$ cat src/rtl/packed_lane_serializer.sv
// packed_lane_serializer
//
// Takes one packed frame of LANES x LANE_W bits through a valid/ready input
// handshake. It then sends the frame one lane per beat through a valid/ready
// output handshake. Lane [0] goes out first. Frames can follow each other with
// no bubble: a new frame is accepted on the handshake of the last beat.
//
// Parameters:
//   LANES       lanes per frame (>= 2)
//   LANE_W      bits per lane; bit [LANE_W-1] is even parity over [LANE_W-2:0]
//
// Ports:
//   clk         clock, all logic on posedge
//   rst         synchronous active-high reset
//   in_valid    frame valid
//   in_ready    frame accepted when in_valid && in_ready (combinational from out_ready)
//   in_data     packed frame, lane [0] sent first
//   out_valid   lane beat valid
//   out_ready   downstream ready
//   out_data    current lane
//   out_index   lane number of the current beat
//   out_last    high on the beat whose index is LANES-1
//   busy        high while a frame is held
//   parity_err  sticky lane parity error
//
// Optional feature, macro PACKED_LANE_PARITY_CHECK_EN:
//   When defined, the parity bit of every lane that is handed off is checked.
//   A bad lane sets parity_err. parity_err stays set until the next frame is
//   accepted or until rst. When undefined, parity_err is tied to 0.

module packed_lane_serializer #(
  parameter int LANES  = 16,
  parameter int LANE_W = 9
) (
  input  logic                         clk,
  input  logic                         rst,
  input  logic                         in_valid,
  output logic                         in_ready,
  input  logic [LANES-1:0][LANE_W-1:0] in_data,
  output logic                         out_valid,
  input  logic                         out_ready,
  output logic [LANE_W-1:0]            out_data,
  output logic [$clog2(LANES)-1:0]     out_index,
  output logic                         out_last,
  output logic                         busy,
  output logic                         parity_err
);

  localparam int IDX_W = $clog2(LANES);
  localparam logic [IDX_W-1:0] LAST_IDX = IDX_W'(LANES - 1);

  if (LANES < 2) begin : g_bad_lanes
    $error("packed_lane_serializer: LANES must be >= 2");
  end

  typedef enum logic {
    IDLE,
    SEND
  } state_t;

  state_t                       state;
  logic [LANES-1:0][LANE_W-1:0] frame;
  logic [IDX_W-1:0]             index;
  logic [IDX_W-1:0]             next_idx;

  // The next index is only used when index is below LAST_IDX. That means it
  // never goes past LANES-1, even when LANES is not a power of two.
  assign next_idx  = index + IDX_W'(1);
  assign out_index = index;

  // A new frame can be taken while idle, or on the handshake of the final
  // beat. The final-beat case is what keeps back-to-back frames bubble-free.
  // It is the only path from out_ready to in_ready.
  assign in_ready = (state == IDLE) ||
                    ((state == SEND) && (index == LAST_IDX) && out_ready);

  // Frame FSM. Every output is updated here so that each one comes straight
  // from a register. When the index moves, out_data is preloaded with the lane
  // for that new index.
  always_ff @(posedge clk) begin
    if (rst) begin
      state     <= IDLE;
      index     <= '0;
      frame     <= '0;
      out_valid <= 1'b0;
      out_data  <= '0;
      out_last  <= 1'b0;
      busy      <= 1'b0;
    end else begin
      case (state)
        IDLE: begin
          if (in_valid) begin
            frame     <= in_data;
            index     <= '0;
            out_data  <= in_data[0];
            out_last  <= 1'b0;
            out_valid <= 1'b1;
            busy      <= 1'b1;
            state     <= SEND;
          end
        end
        SEND: begin
          if (out_ready) begin
            if (index != LAST_IDX) begin
              index    <= next_idx;
              out_data <= frame[next_idx];
              out_last <= (next_idx == LAST_IDX);
            end else if (in_valid) begin
              frame     <= in_data;
              index     <= '0;
              out_data  <= in_data[0];
              out_last  <= 1'b0;
            end else begin
              index     <= '0;
              out_last  <= 1'b0;
              out_valid <= 1'b0;
              busy      <= 1'b0;
              state     <= IDLE;
            end
          end
        end
        default: state <= IDLE;
      endcase
    end
  end

`ifdef PACKED_LANE_PARITY_CHECK_EN
  logic beat;
  logic accept;
  logic lane_bad;

  assign beat     = out_valid && out_ready;
  assign accept   = in_valid && in_ready;
  assign lane_bad = out_data[LANE_W-1] != (^out_data[LANE_W-2:0]);

  // Sticky parity flag. If a bad final lane hands off in the same cycle that
  // the next frame is accepted, setting the flag wins, so the error is not
  // lost.
  always_ff @(posedge clk) begin
    if (rst) begin
      parity_err <= 1'b0;
    end else if (beat && lane_bad) begin
      parity_err <= 1'b1;
    end else if (accept) begin
      parity_err <= 1'b0;
    end
  end
`else
  assign parity_err = 1'b0;
`endif

endmodule

$ cat config.mk
export PLATFORM = sky130hd
export DESIGN_NAME = packed_lane_serializer
export DESIGN_NICKNAME = d
export VERILOG_FILES = /design/src/rtl/packed_lane_serializer.sv
export SDC_FILE = /design/constraint.sdc
export NUM_CORES = 1
export LEC_CHECK = 0
export BUFFER_PORTS_ARGS = -buffer_cell sky130_fd_sc_hd__buf_2
export CORE_MARGIN = 2
export CORE_UTILIZATION = 58
export CTS_CLUSTER_SIZE = 24
export DETAILED_ROUTE_END_ITERATION = 8
export GPL_ROUTABILITY_DRIVEN = 0
export PLACE_DENSITY = 0.95
export REMOVE_ABC_BUFFERS = 1
export SLEW_MARGIN = 20
export SYNTH_ARGS = -nofsm -noshare
export SYNTH_HDL_FRONTEND = slang
export SYNTH_SLANG_ARGS = --single-unit
$ cat constraint.sdc
create_clock -name clk -period 4.1 [get_ports clk]
set_input_delay 0.41 -clock clk [delete_from_list [all_inputs] [get_ports clk]]
set_output_delay 0.41 -clock clk [all_outputs]
set_load 0.01 [all_outputs]
==> impl_metrics.csv, run 1 <==
group,metric,value,unit
die,coreArea,11500,um2
worst_hold_path,hold_class,"in -> reg",
grt,grt_pass1_vias,5666,
yosys,ys_ff_latch,160,
critical_path,regToRegStartpoint,"out_index[0]",
timing,min_period_over_period,70.0,%
critical_path,startpoint_type,"flop",
timing,finalSetupViolations,0,
die,fp.dieW,113,um
clocking,cts_hold_buf,0,
power,peakVddDrop,0.309,mV
route,drc_errors,0,
flow_run,maxCapViolCount,0,
clocking,cts_buffers,17,
timing,max_freq,0.348,GHz
power,powerDensity,446,nW/um2
critical_path,cp-startpoint,"out_index[0]",
grt,grt_use_total,26.0,%
timing,slew_viol_final,0,
die,die_y,113,um
yosys,syn_area,6830,um2
clocking,postCtsResizedCells,0,
yosys,synth-edff-count,0,
critical_path,critPathKind,"reg -> reg",
yosys,yosysMostFrequentCell,"nand2_1",
clocking,htreeDepth,4,
clocking,cts.sinks,160,
critical_path,cp-end-kind,"flop",
power,p_total,0.00363,W
timing,finalHoldViolCount,0,
cells_and_area,n_fill_cell,841,
critical_path,arrival,3.20,ns
cells_and_area,drive_gt1_share,23.3,%
critical_path,cp.required,4.43,ns
critical_path,r2r_end,"frame[103]",
timing,tightestPinTransition,1.06,ns
yosys,yosysWarnings,0,
yosys,yosys-top-cells-count,"nand2_1, dfxtp_1, a21oi_1, mux2i_1, clkbuf_1",
grt,grt_start_max_net_pins,119,
route,avgRoutedWirePerCell,14.7,um
power,combPwrFrac,11.7,%
timing,rsz0062_at_grt,"no",
timing,setup_tns,0,ns
route,drtAntennaViolNets,0,
yosys,synth_cells,829,
yosys,synth_area_leaders,"dfxtp_1, nand2_1, a21oi_1, mux4_2, mux2i_1",
yosys,synth_top_area_share,46.9,%
clocking,clock_path_buffers,2,
clocking,post_cts_buffers,0,
clocking,cts_tree,"done",
grt,antenna_found_initial,2,
critical_path,r2r_slack,1.23,ns
placed_design,portBuffers,164,
yosys,yosysTopAreaCell,"dfxtp_1",
clocking,clk_latency,0.42,ns
run_status,status,"completed",
timing,slew_headroom,29.1,%
grt,grt_pass1_wl,26400,um
cells_and_area,postLayoutCoreUtil,71.0,%
timing,clock_skew,0.0121,ns
cells_and_area,nets,1101,
die,dieArea,12700,um2
route,dr_total_vias,6185,
power,p_sw_share,25.6,%
critical_path,rr_worst_depth,7,
yosys,syn_avg_cell_area,8.24,um2
critical_path,path_max_fanout,74,
yosys,seq_area_frac_synth,46.9,%
route,first_pass_iters,5,
clocking,cts-root-buf,"clkbuf_16",
timing,min_period,2.87,ns
route,drt_wl_total,16300,um
power,intPower,0.00270,W
power,p_switching,0.000929,W
placed_design,dpl.hpwl,10800,um
yosys,synth_cell_types,34,
grt,grt.overflow.total,0,
clocking,clk_pin_slew_worst_paths,0.07,ns
die,boundaryPins,166,
yosys,ys_async_sr_fraction,0,%
cells_and_area,syn_to_final_growth,19.3,%
power,power_frac_clock,41.5,%
die,num_rows,39,
power,p_leak,3.48,nW
critical_path,endpoint,"frame[103]",
route,drt_iter0_drc,492,
power,seq_power_share,46.8,%
die,start_util,59.5,%
route,vias_per_cell,5.58,
yosys,ys.flop_type,"dfxtp_1",
## metal layers
metal	vias up	track usage, %	routed length, um
met5	-	0	0
li1	3071	-	-
met4	0	10.3	313
met2	213	42.4	7920
met3	26	5.67	1040
met1	2875	33.8	7050
## sequential cells by signal, indices dropped and copies added (netlist names)
signal / cells
out_index: 4
frame: 144
state: 1
out_last: 1
out_data: 9
busy: 1
## logic make-up after synthesis
| group | Yosys count | synth area share [%] |
|---|---|---|
| compound gates | 200 | 16.3 |
| xor+xnor | 2 | 0.367 |
| fa+ha+maj | 2 | 0.366 |
| buf+inv | 70 | 5.28 |
| flops | 160 | 46.9 |
| mux | 52 | 11.3 |
| other cells | 1 | 0.0549 |
| simple gates | 342 | 19.4 |
## worst min-delay path by stage
stage                 end  cells after the start          from  slack [ns]
3_3_place_gp    frame[94]                      2     frame[94]        0.44
4_1_cts        frame[123]                      3  in_data[123]        0.21
5_1_grt        frame[122]                      3  in_data[122]        0.22
2_1_floorplan  frame[100]                      2    frame[100]        0.43
3_5_place_dp    frame[16]                      2     frame[16]        0.44
6_report       frame[123]                      3  in_data[123]        0.22
## metrics by stage
stage / cells / cell area (um2) / setup WS (ns) / hold slack, ns
floorplan: 764 / 6490 / 0.0573 / 0.427
global placement: 1075 / 7560 / 1.34 / 0.439
detailed placement: 1075 / 7560 / 1.23 / 0.444
CTS: 1107 / 8130 / 1.20 / 0.210
global route: 1108 / 8140 / 0.980 / 0.216
finish: 1108 / 8140 / 1.23 / 0.216
## critical path, cell delays in order (launching register included)
cell and delay [ns]:
dfxtp_1 0.50, ha_1 0.38, nand3_2 0.20, o21ai_2 0.35, and2_4 0.67, buf_12 0.34
nand2_1 0.11, a21oi_1 0.17
## area by class of cell
| class | instances | area [um2] | area share (%) |
|---|---|---|---|
| well taps | 143 | 179 | 2.20 |
| diodes | 1 | 2.50 | 0.0307 |
| clock inverters | 12 | 110 | 1.35 |
| flip-flops and latches | 160 | 3200 | 39.3 |
| repair buffers | 168 | 866 | 10.6 |
| multi-input cells | 599 | 3310 | 40.6 |
| clock buffers | 20 | 457 | 5.61 |
| inverters | 5 | 18.8 | 0.230 |
## placed cells by master, fill, tap and decap left out, types with 10 or more instances in the layout
cell type,instances
nor2_1,12
clkbuf_16,17
a21oi_1,159
dfxtp_1,160
buf_2,163
mux2i_1,32
a31oi_1,10
nand2_1,307
nand3_1,11
o221ai_1,18
mux4_2,20
## power groups by stage
stage               combinational [W]  clock, W  sequential, W
finish                       0.000425   0.00151        0.00170
global route                 0.000474   0.00158        0.00171
CTS                          0.000425   0.00152        0.00170
detailed placement           0.000422         0        0.00173
global placement             0.000412         0        0.00172
floorplan                    0.000253         0        0.00172
Note: power is estimated with default switching activity, not from simulation.
==> inputs of run 2 (changes only) <==
--- a/config.mk
+++ b/config.mk
@@ -7,11 +7,11 @@
 export LEC_CHECK = 0
 export BUFFER_PORTS_ARGS = -buffer_cell sky130_fd_sc_hd__buf_2
 export CORE_MARGIN = 2
-export CORE_UTILIZATION = 58
+export CORE_UTILIZATION = 53
 export CTS_CLUSTER_SIZE = 24
 export DETAILED_ROUTE_END_ITERATION = 8
 export GPL_ROUTABILITY_DRIVEN = 0
-export PLACE_DENSITY = 0.95
+export PLACE_DENSITY = 0.91
 export REMOVE_ABC_BUFFERS = 1
 export SLEW_MARGIN = 20
 export SYNTH_ARGS = -nofsm -noshare
==> constraint.sdc (replaced) <==
create_clock -name clk -period 3 [get_ports clk]
set_input_delay 0.3 -clock clk [delete_from_list [all_inputs] [get_ports clk]]
set_output_delay 0.3 -clock clk [all_outputs]
set_load 0.01 [all_outputs]
==> impl_metrics.csv, run 2 (synthesis gave the netlist of run 1 again) <==
group,metric,value,unit
grt,grt_pass1_vias,5882,
route,drt_iter0_drc,591,
grt,grt.overflow.total,0,
power,seq_power_share,46.1,%
cells_and_area,drive_gt1_share,23.7,%
power,peakVddDrop,0.493,mV
clocking,clk_pin_slew_worst_paths,0.06,ns
die,boundaryPins,166,
critical_path,cp-end-kind,"flop",
timing,tightestPinTransition,0.787,ns
clocking,postCtsResizedCells,0,
route,drc_errors,0,
flow_run,maxCapViolCount,0,
critical_path,r2r_slack,0.37,ns
route,first_pass_iters,7,
timing,clock_skew,0.00939,ns
die,dieArea,13800,um2
cells_and_area,nets,1110,
cells_and_area,final_common_cell,"nand2_1",
timing,finalSetupViolations,0,
cells_and_area,seqCellArea,3200,um2
clocking,clock_path_buffers,2,
die,coreArea,12600,um2
route,avgRoutedWirePerCell,15.4,um
timing,slew_viol_final,0,
run_status,status,"completed",
clocking,post_cts_buffers,0,
clocking,cts_tree,"done",
clocking,cts-root-buf,"clkbuf_16",
timing,rsz0062_at_grt,"no",
clocking,cts.sinks,160,
cells_and_area,n_fill_cell,1042,
critical_path,critPathKind,"reg -> reg",
timing,setup_tns,0,ns
die,num_rows,41,
placed_design,dpl.hpwl,11800,um
route,vias_per_cell,5.45,
power,p_leak,3.52,nW
grt,grt_pass1_wl,28500,um
die,start_util,54.1,%
route,drt_wl_total,17700,um
critical_path,path_max_fanout,32,
clocking,cts_hold_buf,0,
critical_path,arrival,2.94,ns
grt,grt_use_total,25.7,%
critical_path,startpoint_type,"flop",
timing,max_freq,0.380,GHz
cells_and_area,largest_register_ffs,144,
route,dr_total_vias,6240,
placed_design,portBuffers,164,
cells_and_area,syn_to_final_growth,20.8,%
cells_and_area,multiInputGateArea,3290,um2
cells_and_area,fin_area,8250,um2
grt,grt_start_max_net_pins,86,
timing,min_period,2.63,ns
critical_path,cp.required,3.31,ns
die,die_y,118,um
power,intPower,0.00378,W
clocking,cts_buffers,17,
timing,slew_headroom,47.4,%
cells_and_area,regMostFlops,"frame",
timing,min_period_over_period,87.7,%
power,p_total,0.00505,W
worst_hold_path,hold_class,"in -> reg",
grt,antenna_found_initial,1,
timing,whs,0.0965,ns
timing,finalHoldViolCount,0,
die,fp.dieW,118,um
power,p_sw_share,25.2,%
clocking,clk_latency,0.43,ns
clocking,htreeDepth,4,
cells_and_area,final_cell_mix,"nand2_1, buf_2, dfxtp_1, a21oi_1, mux2i_1",
route,drtAntennaViolNets,0,
placed_design,placed_area,7670,um2
power,p_switching,0.00127,W
power,power_frac_clock,42.1,%
power,combPwrFrac,11.8,%
power,powerDensity,612,nW/um2
[run 2: metrics by stage]
step                      setup WS [ns]  instances  util [%]
after floorplan                   -1.04        764         -
after global placement            0.601       1113      60.8
after detailed placement          0.455       1113      60.8
after CTS                         0.390       1145      65.3
after global routing              0.218       1146      65.4
final                             0.370       1146      65.4
[run 2: layout make-up]
class / instances / share of cell area [%]
antenna: 1 / 0.0303
clock buffer: 23 / 5.67
tap: 172 / 2.61
sequential: 160 / 38.8
multi-input combinational: 599 / 39.8
clock inverter: 9 / 1.32
inverter: 5 / 0.228
timing repair buffer: 177 / 11.5
[run 2: power groups by stage]
stage               clock, W  sequential (W)  combinational [W]
finish               0.00212         0.00233           0.000596
floorplan                  0         0.00235           0.000346
CTS                  0.00214         0.00233           0.000595
global placement           0         0.00237           0.000572
detailed placement         0         0.00237           0.000588
global route         0.00222         0.00234           0.000661
[run 2: worst max-delay path, stage by stage (launching register included)]
cell and delay [ns]:
dfxtp_1 0.49, inv_1 0.18, ha_4 0.58, buf_4 0.55
mux2i_1 0.34, a22oi_1 0.15, nand3_1 0.12, a31oi_1 0.07
[run 2: final timing paths]
check	cells past startpoint	from	endpoint
max	7	out_index[0]	out_data[3]
min	3	in_data[115]	frame[115]
max reg2reg	7	out_index[0]	out_data[3]
min reg2reg	2	frame[78]	frame[78]
[run 2: layer usage]
| layer | vias up | GRT usage, % | wire (um) |
|---|---|---|---|
| met3 | 48 | 6.44 | 1210 |
| met2 | 293 | 40.6 | 8360 |
| li1 | 3075 | - | - |
| met1 | 2824 | 32.3 | 7440 |
| met5 | - | 0 | 0 |
| met4 | 0 | 14.1 | 683 |
==> inputs of run 3 (changes only) <==
--- a/config.mk
+++ b/config.mk
@@ -5,13 +5,13 @@
 export SDC_FILE = /design/constraint.sdc
 export NUM_CORES = 1
 export LEC_CHECK = 0
-export BUFFER_PORTS_ARGS = -buffer_cell sky130_fd_sc_hd__buf_2
+export BUFFER_PORTS_ARGS = -buffer_cell sky130_fd_sc_hd__buf_4
 export CORE_MARGIN = 2
 export CORE_UTILIZATION = 53
 export CTS_CLUSTER_SIZE = 24
 export DETAILED_ROUTE_END_ITERATION = 8
 export GPL_ROUTABILITY_DRIVEN = 0
-export PLACE_DENSITY = 0.91
+export PLACE_DENSITY = 0.84
 export REMOVE_ABC_BUFFERS = 1
 export SLEW_MARGIN = 20
 export SYNTH_ARGS = -nofsm -noshare
==> impl_metrics.csv, run 3 (synthesis gave the netlist of run 1 again) <==
group,metric,value,unit
critical_path,regToRegStartpoint,"out_index[0]",
die,dieArea,13800,um2
placed_design,dpl.hpwl,11500,um
cells_and_area,syn_to_final_growth,26.1,%
critical_path,max_stage_delay,0.67,ns
critical_path,rr_worst_depth,5,
clocking,cts_tree,"done",
critical_path,path_max_fanout,30,
route,avgRoutedWirePerCell,15.2,um
cells_and_area,final_common_cell,"nand2_1",
route,drc_errors,0,
die,num_rows,41,
grt,grt_start_max_net_pins,102,
timing,clock_skew,0.00538,ns
power,intPower,0.00376,W
power,peakVddDrop,0.377,mV
critical_path,critPathKind,"reg -> reg",
grt,use_met3,6.93,%
timing,min_period,2.52,ns
grt,grt_pass1_vias,5910,
route,drtAntennaViolNets,0,
timing,rsz0062_at_grt,"no",
route,dr_total_vias,6140,
die,start_util,54.1,%
critical_path,r2r_slack,0.48,ns
critical_path,r2r_end,"out_data[1]",
power,combPwrFrac,13.1,%
timing,finalSetupViolations,0,
placed_design,dpl.cell_count,1109,
clocking,post_cts_buffers,0,
cells_and_area,largest_register_ffs,144,
cells_and_area,final_cell_mix,"nand2_1, buf_4, dfxtp_1, a21oi_1, mux2i_1",
placed_design,portBuffers,164,
cells_and_area,antenna_cells,0,
route,drt_wl_total,17300,um
cells_and_area,fin_area,8610,um2
cells_and_area,regMostFlops,"frame",
critical_path,cp-end-kind,"flop",
critical_path,crit_slowest_cell,"ha_4",
clocking,clock_path_buffers,2,
power,power_frac_clock,40.1,%
placed_design,placed_area,8070,um2
timing,finalHoldViolCount,0,
grt,antenna_found_initial,0,
power,p_leak,3.63,nW
timing,finalWorstSetupSlack,0.485,ns
critical_path,endpoint,"out_data[1]",
timing,whs,0.117,ns
critical_path,startpoint_type,"flop",
cells_and_area,nets,1106,
grt,grt.overflow.total,0,
die,coreArea,12600,um2
timing,min_period_over_period,83.8,%
grt,grt_use_total,25.6,%
clocking,cts-root-buf,"clkbuf_16",
cells_and_area,drive_gt1_share,23.4,%
timing,tightestPinTransition,1.11,ns
clocking,htreeDepth,4,
route,vias_per_cell,5.40,
critical_path,crit_chain,"inv_1 -> ha_4 -> mux4_2 -> o221ai_1 -> a31oi_1",
clocking,clk_latency,0.43,ns
power,p_sw_share,24.5,%
clocking,clk_pin_slew_worst_paths,0.06,ns
worst_hold_path,hold_class,"in -> reg",
run_status,status,"completed",
critical_path,cp.required,3.30,ns
timing,max_freq,0.398,GHz
grt,grt_pass1_wl,28600,um
cells_and_area,final_cells,1138,
clocking,cts_buffers,17,
power,seq_power_share,46.8,%
placed_design,preCtsSetupSlack,0.487,ns
clocking,cts.sinks,160,
clocking,postCtsResizedCells,0,
die,fp.dieW,118,um
die,boundaryPins,166,
timing,slew_viol_final,0,
power,p_total,0.00498,W
route,first_pass_iters,5,
timing,slew_headroom,25.3,%
power,powerDensity,578,nW/um2
clocking,cts_hold_buf,0,
die,die_y,118,um
critical_path,cp-startpoint,"out_index[0]",
route,drt_iter0_drc,512,
power,p_switching,0.00122,W
critical_path,arrival,2.81,ns
grt,met1_usage,33.6,%
flow_run,maxCapViolCount,0,
grt,grt.busiest_layer,"met2",
grt,grtUsageMet2,41.6,%
-- run 3: power by group through the flow --
stage	clock [W]	combinational (W)	sequential [W]
final	0.00200	0.000650	0.00233
after global routing	0.00210	0.000720	0.00234
after CTS	0.00200	0.000652	0.00233
after detailed placement	0	0.000648	0.00237
after global placement	0	0.000634	0.00237
after floorplan	0	0.000346	0.00235
-- run 3: worst min path at each step --
| stage | to | cells after the start | slack, ns | start |
|---|---|---|---|---|
| 6_report | frame[82] | 3 | 0.12 | in_data[82] |
| 2_1_floorplan | frame[0] | 1 | 0.37 | rst |
| 4_1_cts | frame[82] | 3 | 0.11 | in_data[82] |
| 3_3_place_gp | frame[86] | 2 | 0.44 | frame[86] |
| 3_5_place_dp | frame[55] | 2 | 0.45 | frame[55] |
| 5_1_grt | frame[41] | 3 | 0.11 | in_data[41] |
-- run 3: cell type report --
class,count,area [um2]
clock inverters,7,62.6
fillers,1052,4010
clock buffers,22,474
flip-flops and latches,160,3200
inverters,5,18.8
multi-input cells,599,3300
repair buffers,173,1340
well taps,172,215
-- run 3: per-layer routing --
metal	vias to the layer above	wire length [um]
li1	3072	-
met4	0	166
met1	2842	7550
met2	210	8320
met5	-	0
met3	16	1240
-- run 3: through the flow --
stage,TNS (ns),utilization [%]
2_1_floorplan,-152.69,-
3_3_place_gp,0,64.0
3_5_place_dp,0,64.0
4_1_cts,0,68.2
5_1_grt,0,68.2
6_report,0,68.2
-- run 3: critical path, delay by kind of cell (launching register included) --
kind	cells	cell delay (ns)
mux	1	0.57
fa+ha+maj	1	0.67
buf+inv	1	0.19
compound gates	2	0.45
flops	1	0.50
